<file path="src/rtl/cpu_pkg.sv">
// Shared definitions for the cpu_core hierarchy: opcodes, FSM states,
// instruction field positions and small decode helpers.
package cpu_pkg;

   // Opcode values (instruction bits [15:11])
   localparam logic [4:0] OP_NOP  = 5'd0;
   localparam logic [4:0] OP_LD   = 5'd1;
   localparam logic [4:0] OP_LN   = 5'd2;
   localparam logic [4:0] OP_CP   = 5'd3;
   localparam logic [4:0] OP_ST   = 5'd4;
   localparam logic [4:0] OP_SHL  = 5'd5;
   localparam logic [4:0] OP_ADD  = 5'd6;
   localparam logic [4:0] OP_SUB  = 5'd7;
   localparam logic [4:0] OP_JZ   = 5'd8;
   localparam logic [4:0] OP_JB   = 5'd9;
   localparam logic [4:0] OP_JMP  = 5'd10;
   localparam logic [4:0] OP_XOR  = 5'd11;
   localparam logic [4:0] OP_OR   = 5'd12;
   localparam logic [4:0] OP_AND  = 5'd13;
   localparam logic [4:0] OP_SHR  = 5'd14;
   localparam logic [4:0] OP_NOT  = 5'd15;
   localparam logic [4:0] OP_PUSH = 5'd16;
   localparam logic [4:0] OP_POP  = 5'd17;
   localparam logic [4:0] OP_HALT = 5'd31;

   // FSM state encoding, visible on o_state
   typedef enum logic [1:0] {
      ST_FETCH = 2'd0,
      ST_EXEC  = 2'd1,
      ST_MEM   = 2'd2,
      ST_HALT  = 2'd3
   } state_t;

   // Instruction field positions
   localparam int OP_HI  = 15;
   localparam int OP_LO  = 11;
   localparam int RD_HI  = 10;
   localparam int RD_LO  = 8;
   localparam int RS_HI  = 7;
   localparam int RS_LO  = 5;
   localparam int IMM_HI = 7;
   localparam int IMM_LO = 0;

   // Opcodes that go through the ALU and update Z/C
   function automatic logic is_alu_op(input logic [4:0] op);
      return op inside {OP_SHL, OP_ADD, OP_SUB, OP_XOR, OP_OR, OP_AND, OP_SHR, OP_NOT};
   endfunction

   // Opcodes that need a data-memory access after EXEC
   function automatic logic is_mem_op(input logic [4:0] op);
      return op inside {OP_LD, OP_ST, OP_PUSH, OP_POP};
   endfunction

   // Everything 0..17 plus HALT is defined; the rest are illegal
   function automatic logic is_legal_op(input logic [4:0] op);
      return (op <= OP_POP) || (op == OP_HALT);
   endfunction

endpackage

</file>
<file path="src/rtl/cpu_alu.sv">
// Combinational ALU: result y, carry/borrow c, zero z.
module cpu_alu
   import cpu_pkg::*;
#(
   parameter int DATA_W = 16
) (
   input  logic [DATA_W-1:0] a,
   input  logic [DATA_W-1:0] b,
   input  logic [4:0]        op,
   output logic [DATA_W-1:0] y,
   output logic              c,
   output logic              z
);

   // Result and carry per opcode; logic ops leave c cleared
   always_comb begin
      y = '0;
      c = 1'b0;
      case (op)
         OP_ADD: {c, y} = {1'b0, a} + {1'b0, b};
         OP_SUB: begin
            y = a - b;
            c = (a < b);
         end
         OP_SHL: begin
            y = {a[DATA_W-2:0], 1'b0};
            c = a[DATA_W-1];
         end
         OP_SHR: begin
            y = {1'b0, a[DATA_W-1:1]};
            c = a[0];
         end
         OP_XOR: y = a ^ b;
         OP_OR:  y = a | b;
         OP_AND: y = a & b;
         OP_NOT: y = ~a;
         default: y = '0;
      endcase
      z = (y == '0);
   end

endmodule

</file>
<file path="src/rtl/cpu_core.sv">
// CPU top: FETCH/EXEC/MEM/HALT sequencer, register file, pc, sp and flags,
// with req/ack handshakes to separate instruction and data memories.
module cpu_core
   import cpu_pkg::*;
#(
   parameter int                DATA_W  = 16,
   parameter int                ADDR_W  = 16,
   parameter int                NREGS   = 4,
   parameter logic [ADDR_W-1:0] SP_INIT = 16'h0100
) (
   input  logic              clk,
   input  logic              reset,
   output logic              i_req,
   output logic [ADDR_W-1:0] i_addr,
   input  logic              i_ack,
   input  logic [15:0]       i_rdata,
   output logic              d_req,
   output logic              d_we,
   output logic [ADDR_W-1:0] d_addr,
   output logic [DATA_W-1:0] d_wdata,
   input  logic              d_ack,
   input  logic [DATA_W-1:0] d_rdata,
   output logic [ADDR_W-1:0] o_pc,
   output logic [15:0]       o_ir,
   output logic [1:0]        o_state,
   output logic [1:0]        o_flags,
   output logic [ADDR_W-1:0] o_sp,
   output logic              o_halted,
   output logic              o_illegal,
   input  logic [2:0]        dbg_sel,
   output logic [DATA_W-1:0] dbg_data
);

   state_t            r_state;
   logic [ADDR_W-1:0] r_pc;
   logic [ADDR_W-1:0] r_sp;
   logic [15:0]       r_ir;
   logic              r_c;
   logic              r_z;
   logic [DATA_W-1:0] r_regs [NREGS];

   logic [4:0]        w_op;
   logic [2:0]        w_rd;
   logic [2:0]        w_rs;
   logic [7:0]        w_imm8;
   logic [DATA_W-1:0] w_rf [8];
   logic [DATA_W-1:0] w_rd_val;
   logic [DATA_W-1:0] w_rs_val;
   logic [DATA_W-1:0] w_alu_y;
   logic              w_alu_c;
   logic              w_alu_z;
   logic [DATA_W-1:0] w_ln_val;
   logic [ADDR_W-1:0] w_br_off;
   logic [ADDR_W-1:0] w_pc_inc;
   logic [ADDR_W-1:0] w_pc_br;
   logic              w_taken;
   logic              w_exec;
   logic              w_d_done;
   logic              w_stack_op;
   logic              w_rf_we;
   logic [DATA_W-1:0] w_rf_wdata;

   assign w_op   = r_ir[OP_HI:OP_LO];
   assign w_rd   = r_ir[RD_HI:RD_LO];
   assign w_rs   = r_ir[RS_HI:RS_LO];
   assign w_imm8 = r_ir[IMM_HI:IMM_LO];

   // Eight-entry read view of the register file; indices past NREGS read as 0
   for (genvar gi = 0; gi < 8; gi++) begin : g_rf
      if (gi < NREGS) begin : g_real
         assign w_rf[gi] = r_regs[gi];
      end else begin : g_zero
         assign w_rf[gi] = '0;
      end
   end

   assign w_rd_val = w_rf[w_rd];
   assign w_rs_val = w_rf[w_rs];
   assign dbg_data = w_rf[dbg_sel];

   cpu_alu #(
      .DATA_W (DATA_W)
   ) u_alu (
      .a  (w_rd_val),
      .b  (w_rs_val),
      .op (w_op),
      .y  (w_alu_y),
      .c  (w_alu_c),
      .z  (w_alu_z)
   );

   // Sign-extended immediates for LN and relative branches
   assign w_ln_val = DATA_W'($signed(w_imm8));
   assign w_br_off = ADDR_W'($signed(w_imm8));
   assign w_pc_inc = r_pc + ADDR_W'(1);
   assign w_pc_br  = w_pc_inc + w_br_off;
   assign w_taken  = (w_op == OP_JMP) || ((w_op == OP_JZ) && r_z) || ((w_op == OP_JB) && r_c);

   assign w_exec     = (r_state == ST_EXEC);
   assign w_d_done   = (r_state == ST_MEM) && d_ack;
   assign w_stack_op = (w_op == OP_PUSH) || (w_op == OP_POP);

   // Memory ports; requests are gated by reset so they drop the moment it asserts
   assign i_req   = reset && (r_state == ST_FETCH);
   assign i_addr  = r_pc;
   assign d_req   = reset && (r_state == ST_MEM);
   assign d_we    = (w_op == OP_ST) || (w_op == OP_PUSH);
   assign d_addr  = w_stack_op ? r_sp : w_rs_val[ADDR_W-1:0];
   assign d_wdata = w_rd_val;

   // Register write port: ALU/LN/CP in EXEC, LD/POP on data completion
   assign w_rf_we = (w_exec && (is_alu_op(w_op) || (w_op == OP_LN) || (w_op == OP_CP))) ||
                    (w_d_done && ((w_op == OP_LD) || (w_op == OP_POP)));

   // Select the value written back to rd
   always_comb begin
      w_rf_wdata = w_alu_y;
      case (w_op)
         OP_LD, OP_POP: w_rf_wdata = d_rdata;
         OP_LN:         w_rf_wdata = w_ln_val;
         OP_CP:         w_rf_wdata = w_rs_val;
         default:       w_rf_wdata = w_alu_y;
      endcase
   end

   // Register file storage; writes to rd >= NREGS match no entry and are dropped
   always_ff @(posedge clk or negedge reset) begin
      if (!reset) begin
         for (int k = 0; k < NREGS; k++) begin
            r_regs[k] <= '0;
         end
      end else begin
         for (int k = 0; k < NREGS; k++) begin
            if (w_rf_we && (w_rd == 3'(k))) begin
               r_regs[k] <= w_rf_wdata;
            end
         end
      end
   end

   // Instruction sequencer with pc, sp, ir and flag updates
   always_ff @(posedge clk or negedge reset) begin
      if (!reset) begin
         r_state <= ST_FETCH;
         r_pc    <= '0;
         r_sp    <= SP_INIT;
         r_ir    <= '0;
         r_c     <= 1'b0;
         r_z     <= 1'b0;
      end else begin
         case (r_state)
            ST_FETCH: begin
               if (i_ack) begin
                  r_ir    <= i_rdata;
                  r_state <= ST_EXEC;
               end
            end
            ST_EXEC: begin
               r_pc <= w_taken ? w_pc_br : w_pc_inc;
               if (is_alu_op(w_op)) begin
                  r_c <= w_alu_c;
                  r_z <= w_alu_z;
               end
               // PUSH pre-decrements so the MEM cycle writes at the new sp
               if (w_op == OP_PUSH) begin
                  r_sp <= r_sp - ADDR_W'(1);
               end
               if (w_op == OP_HALT) begin
                  r_state <= ST_HALT;
               end else if (is_mem_op(w_op)) begin
                  r_state <= ST_MEM;
               end else begin
                  r_state <= ST_FETCH;
               end
            end
            ST_MEM: begin
               if (d_ack) begin
                  if (w_op == OP_POP) begin
                     r_sp <= r_sp + ADDR_W'(1);
                  end
                  r_state <= ST_FETCH;
               end
            end
            default: r_state <= ST_HALT;
         endcase
      end
   end

   assign o_pc      = r_pc;
   assign o_ir      = r_ir;
   assign o_state   = r_state;
   assign o_flags   = {r_c, r_z};
   assign o_sp      = r_sp;
   assign o_halted  = (r_state == ST_HALT);
   assign o_illegal = w_exec && !is_legal_op(w_op);

endmodule

</file>
<file path="config.mk">
export PLATFORM = sky130hd
export DESIGN_NAME = cpu_core
export DESIGN_NICKNAME = d
export VERILOG_FILES = /design/src/rtl/cpu_pkg.sv /design/src/rtl/cpu_alu.sv /design/src/rtl/cpu_core.sv
export SDC_FILE = /design/constraint.sdc
export NUM_CORES = 1
export LEC_CHECK = 0
export BUFFER_PORTS_ARGS = -buffer_cell sky130_fd_sc_hd__buf_2
export CAP_MARGIN = 40
export CORE_MARGIN = 2
export CORE_UTILIZATION = 45
export DETAILED_ROUTE_END_ITERATION = 16
export PLACE_DENSITY_LB_ADDON = 0.2
export SYNTH_ARGS = -nofsm -noshare
export SYNTH_HDL_FRONTEND = slang
export SYNTH_SLANG_ARGS = --single-unit
</file>
<file path="constraint.sdc">
create_clock -name clk -period 6.02 [get_ports clk]
set_input_delay 1.204 -clock clk [delete_from_list [all_inputs] [get_ports clk]]
set_output_delay 1.204 -clock clk [all_outputs]
set_load 0.02 [all_outputs]
</file>
Yosys cells after proc, flatten, opt, wreduce, memory -nomap -nowiden
Cells that the tools add are included.
Word-level totals
  flip-flop bits (word level): 116
  output and inout bits: 121
  word-level logic and storage cells: 112
Operators by class
  add/subtract/negate cells: 6
  $lt $le $gt $ge: 5
  equal/unequal tests: 28
  multiplexer cells: 23
  bitwise gates (word level): 7
  reductions and logical operators: 33
Operators by type and width (number)
  $mux W16: 11
  $bmux W16 S3: 3
  $pmux W16 S8: 1
  $pmux W16 S3: 1
  $eq A5 B4 Y1 const B: 8
  $add A16 B1 Y16 const B: 2
  $pmux W16 S2: 1
  $eq A5 B3 Y1 const B: 4
  $add A16 B16 Y17: 1
  $add A16 B16 Y16: 1
  $and A16 B16 Y16: 1
  $logic_not A16 Y1: 1
  $lt A16 B16 Y1: 1
  $not A16 Y16: 1
  $or A16 B16 Y16: 1
  $sub A16 B1 Y16 const B: 1
  $sub A16 B16 Y16: 1
  $xor A16 B16 Y16: 1
  $eq A5 B5 Y1 const B: 3
  $ge A4 B4 Y1 const B: 3
  $logic_and A1 B1 Y1: 12
  $not A3 Y4: 3
  $eq A5 B2 Y1 const B: 2
  $logic_or A1 B1 Y1: 9
  20 further kinds: 29

Logic depth before layout (Yosys ltp)
  depth in word-level cells: 7
  depth in mapped cells: 18
  depth with buffers taken out: 16

By module
A second synthesis with hierarchy kept.
Unflattened totals
  cell total of the unflattened synthesis: 1238
  area, all modules: 11588.6 um2
By module, submodules not included
  cpu_core: times used 1, cells each 810, area an instance 8673.3 um2
  cpu_alu: times used 1, cells each 428, area an instance 2915.3 um2

Worst setup path after synthesis
No wires, ideal clock.
  kind: reg-to-reg
  start: register r_ir[6] (netlist: o_ir[6])
  end: register r_regs[28] in the netlist's numbering
  setup time: 0.125 ns
  data arrival time: 4.392 ns
  setup slack: 1.504 ns
  stages on the path, launching flop included: 19
  period minus slack after synthesis: 4.516 ns
  path through: dfrtp_1 -> clkbuf_1 -> clkbuf_1 -> buf_1 -> a211oi_1 -> a211o_1 -> inv_1 -> ha_1 -> inv_1 -> fa_1 -> or2b_1 -> a211oi_1 -> o21a_1 -> a211o_1 -> a31o_1 -> or4_4 -> a21oi_2 -> a21oi_2 -> mux2_2
On the way
  word-level cells in the longest chain between the ends: 7
  elaborated cells on any way between the ends: 11
Ends and longest elaborated chain
  start: declaration: line cpu_core.sv:37  | logic [15:0] r_ir;
  start signal: assignment: line cpu_core.sv:154  | r_ir <= i_rdata;
  $not A3 Y4 (not written as such) (*): line cpu_core.sv:78  | assign w_rs_val = w_rf[w_rs];
  $bmux W16 S3 (*): line cpu_core.sv:78
  $mux W16 (not written as such) (*) (2 in a row): line cpu_core.sv:78
  $sub A16 B16 Y16 (tied with other cells): line cpu_alu.sv:22  | y = a - b;
  $pmux W16 S8: line cpu_alu.sv:19  | case (op)
  $pmux W16 S3 (*): line cpu_core.sv:118  | case (w_op)
  end signal: indexed assignment: line cpu_core.sv:135  | r_regs[k] <= w_rf_wdata;
  end: declaration: line cpu_core.sv:40  | logic [DATA_W-1:0] r_regs [NREGS];
Every way passes the cells marked *; elsewhere a longest branch is shown, timed or not. The select of a mux whose other input is x is not followed.
A chain may end at the register's enable or synchronous reset.

Worst setup path in the final report
  start: register r_ir[9] (netlist: o_ir[9])
  end: register r_regs[28] in the netlist's numbering
On the way
  word-level cells in the longest chain between the ends: 7
  elaborated cells on any way between the ends: 14
Ends and longest elaborated chain
  $not A3 Y4 (not written as such): line cpu_core.sv:77  | assign w_rd_val = w_rf[w_rd];
  $bmux W16 S3: line cpu_core.sv:77
  $mux W16 (not written as such) (2 in a row): line cpu_core.sv:77
  $sub A16 B16 Y16 (tied with other cells): line cpu_alu.sv:22
  $pmux W16 S8: line cpu_alu.sv:19
  $pmux W16 S3: line cpu_core.sv:118
Parallel ways exist; a longest one is shown, timed or not. The select of a mux whose other input is x is not followed.

==> results.json <==
{
  "syn_avg_cell_area_um2": 8.79,
  "hold_viol": 0,
  "leakage_nw": 5.96,
  "fin_crit_sh_pct": 81.0,
  "hold_ws_ns": 0.500,
  "wl_per_cell_um": 21.9,
  "yosysTopAreaCellShare_pct": 25.7,
  "cts_max_path_buffers": 2,
  "synth_cells": 1275,
  "die_w_um": 162,
  "end_kind": "register",
  "synth_warnings": 0,
  "yosysUniqueCellTypes": 85,
  "root_buffer": "clkbuf_16",
  "maxCapViolations": 0,
  "ios": 160,
  "synthTopCellsByCount": "o21ai_0 (121), dfrtp_1 (115), nand2_1 (113), ha_1 (78), nor2_1 (67)",
  "grt_start_max_net_pins": 51,
  "grt_first_pass_wirelength_um": 57300,
  "p_sw_w": 0.000693,
  "ys_seq_area_share_pct": 25.9,
  "clock_power_share_pct": 47.5,
  "cts_hold_buf": 0,
  "nFillCells": 2336,
  "ant_nets": 0,
  "fmaxAchievable_ghz": 0.205,
  "start_util_pct": 45.9,
  "final.setup_skew_ns": 0.0124,
  "clk_latency_ns": 0.44,
  "critPathTopFamily": "compound AO/OA/AOI/OAI gates",
  "layout-drive-gt1-share_pct": 23.5,
  "diodes": 0,
  "status": "complete, no violations",
  "ys_seq_elements": 116,
  "yosys.area.top_type": "dfrtp_1",
  "die-area_mm2": 0.0262,
  "cts.clk_slew.worst_paths_ns": 0.07,
  "peakVddDrop_uv": 148,
  "syn_to_final_growth_pct": 13.0,
  "seqPwrFrac_pct": 36.1,
  "routed_wl_um": 37500,
  "pwr-share-comb_pct": 16.5,
  "drtIter0Drc": 952,
  "powerDensity_mw_per_mm2": 177,
  "period_needed_ns": 4.88,
  "cts_tree": "yes",
  "intPower_w": 0.00155,
  "viasPerCell": 6.11,
  "required_ns": 6.34,
  "totalPowerFinal_w": 0.00224,
  "cts_buffers": 17,
  "fin_ws_ns": 1.14,
  "syn_area_mm2": 0.0112,
  "arrival_ns": 5.19,
  "cts-resized-gates": 0,
  "worst_slew_pin_slew_ns": 0.975,
  "synth_fp_nets": 1396,
  "rows": 57,
  "dp_slack_ns": 1.22,
  "regArea_mm2": 0.00291,
  "grt_setup_unrepaired": "no",
  "synthTopCellsByArea": "dfrtp_1 (26%), ha_1 (8.7%), mux4_2 (6.4%)",
  "core_area_mm2": 0.0244,
  "relSlewSlack_pct": 34.8,
  "grt.total_usage_pct": 28.4,
  "antenna_found_initial": 0,
  "place_congestion": 0.955,
  "cpPeakStageDelay_ns": 0.93,
  "synth_edf_count": 0,
  "io_buffer_count": 159,
  "start_kind": "register",
  "async_flop_share_pct": 100,
  "cts_setup_buffers": 0,
  "slew_viol_final": 0,
  "finalSetupViolations": 0,
  "grt_pass1_vias": 9885,
  "cp_slowest_cell": "dfrtp_1",
  "post-synth-top-count-cell": "o21ai_0",
  "nets": 1494,
  "p_sw_share_pct": 30.9,
  "synth_flop_cell": "dfrtp_1",
  "cp_cell_sequence": "mux4_2 > nor2b_1 > inv_1 > fa_1 > nor2b_1 > o2111ai_1 > a211oi_1 > o41a_2 > nor2_1 > or4_4 > a21oi_2 > a21oi_2 > mux2_2",
  "crit_type": "register to register",
  "drtPass1Iterations": 6,
  "setup_tns_ns": 0,
  "drc_errors": 0,
  "num_vias": 10400,
  "h-tree-depth": 4,
  "multi_input_area_mm2": 0.00750,
  "path_buf_inv": 1,
  "grt.overflow.total": 0,
  "cts_sinks": 116,
  "die_h_um": 162,
  "dp_hpwl_um": 28000,
  "min_path_type": "register to register",
  "cp_max_fo": 18
}
==> layout by cell type, fill, tap and decap left out, types with 9 or more instances in the layout <==
| cell type | Yosys | layout |
|---|---|---|
| dfrtp_1 | 115 | 114 |
| clkbuf_16 | 0 | 17 |
| a211oi_1 | 27 | 27 |
| and3_1 | 16 | 16 |
| ha_1 | 78 | 78 |
| a21oi_1 | 64 | 64 |
| mux2_2 | 50 | 50 |
| a22oi_1 | 10 | 10 |
| xor2_1 | 23 | 23 |
| a21o_1 | 17 | 17 |
| buf_4 | 23 | 16 |
| o21bai_1 | 10 | 10 |
| mux4_2 | 32 | 32 |
| nor3_1 | 29 | 29 |
| mux2i_1 | 23 | 23 |
| xnor2_1 | 23 | 23 |
| buf_2 | 5 | 158 |
| nand4_1 | 10 | 10 |
| a211o_1 | 18 | 18 |
| nand3_1 | 24 | 24 |
| nor3b_1 | 10 | 9 |
| inv_1 | 56 | 56 |
| nand2_1 | 113 | 113 |
| o221ai_1 | 9 | 9 |
| nand2b_1 | 25 | 25 |
| nor2b_1 | 48 | 48 |
| a221o_1 | 9 | 9 |
| o21ai_0 | 121 | 121 |
| a221oi_1 | 17 | 17 |
| nor2_1 | 67 | 67 |
==> tightest hold or removal path, cell delays in order (launching register included) <==
cell and delay, ns:
dfstp_2 0.39, nand2_1 0.05, o21ai_0 0.06
==> state kept, by name, indices dropped and copies added (netlist names) <==
signal	cells
i_addr	16
o_ir	16
o_sp	16
o_state	2
r_c	1
r_regs	64
r_z	1
==> power by group through the flow <==
stage          sequential (W)  combinational, W  clock, W
2_1_floorplan        0.000812          0.000246         0
3_3_place_gp         0.000829          0.000350         0
3_5_place_dp         0.000822          0.000363         0
4_1_cts              0.000807          0.000365   0.00108
5_1_grt              0.000809          0.000399   0.00111
6_report             0.000808          0.000369   0.00106
==> kinds of logic after synthesis <==
logic type	count (synthesis)	synth area share, %
multiplexers	105	13.5
XOR/XNOR	46	3.59
adder cells (fa/ha/maj)	82	9.42
AND/OR/NAND/NOR	381	17.3
buffers and inverters	158	7.17
flip-flops	116	25.9
AO/OA/AOI/OAI	387	23.1
==> through the flow <==
step	instances	util [%]	area [um^2]
final	1710	51.9	12700
after global routing	1710	51.9	12700
after CTS	1710	51.9	12700
after detailed placement	1678	49.4	12100
after global placement	1671	48.9	11900
after floorplan	1275	-	11200
==> cell type report <==
| cell class | count | area share [%] |
|---|---|---|
| Clock inverter | 14 | 1.28 |
| Sequential cell | 116 | 22.9 |
| Inverter | 56 | 1.66 |
| Multi-Input combinational cell | 1001 | 59.3 |
| Tap cell | 324 | 3.20 |
| Timing Repair Buffer | 181 | 8.16 |
| Clock buffer | 18 | 3.47 |
==> worst paths after layout <==
| kind | startpoint | slack (ns) | end | depth (start not counted) |
|---|---|---|---|---|
| max | o_ir[9]$_DFFE_PN0P_ | 1.14 | r_regs[28]$_DFFE_PN0P_ | 13 |
| min | o_sp[8]$_DFFE_PN1P_ | 0.50 | o_sp[8]$_DFFE_PN1P_ | 2 |
| max reg2reg | o_ir[9]$_DFFE_PN0P_ | 1.14 | r_regs[28]$_DFFE_PN0P_ | 13 |
| min reg2reg | o_sp[8]$_DFFE_PN1P_ | 0.50 | o_sp[8]$_DFFE_PN1P_ | 2 |
| max in group asynchronous | reset | 3.67 | o_ir[6]$_DFFE_PN0P_ | 3 |
| min in group asynchronous | reset | 0.68 | i_addr[2]$_DFFE_PN0P_ | 1 |
==> routing by layer <==
layer,up-vias,routed length (um),GRT usage [%]
li1,4882,-,-
met2,427,16900,43.8
met1,5078,16800,39.6
met3,61,2750,5.77
met5,-,0,0
met4,0,1020,9.86
No activity file was read; power rests on OpenSTA's default activity.
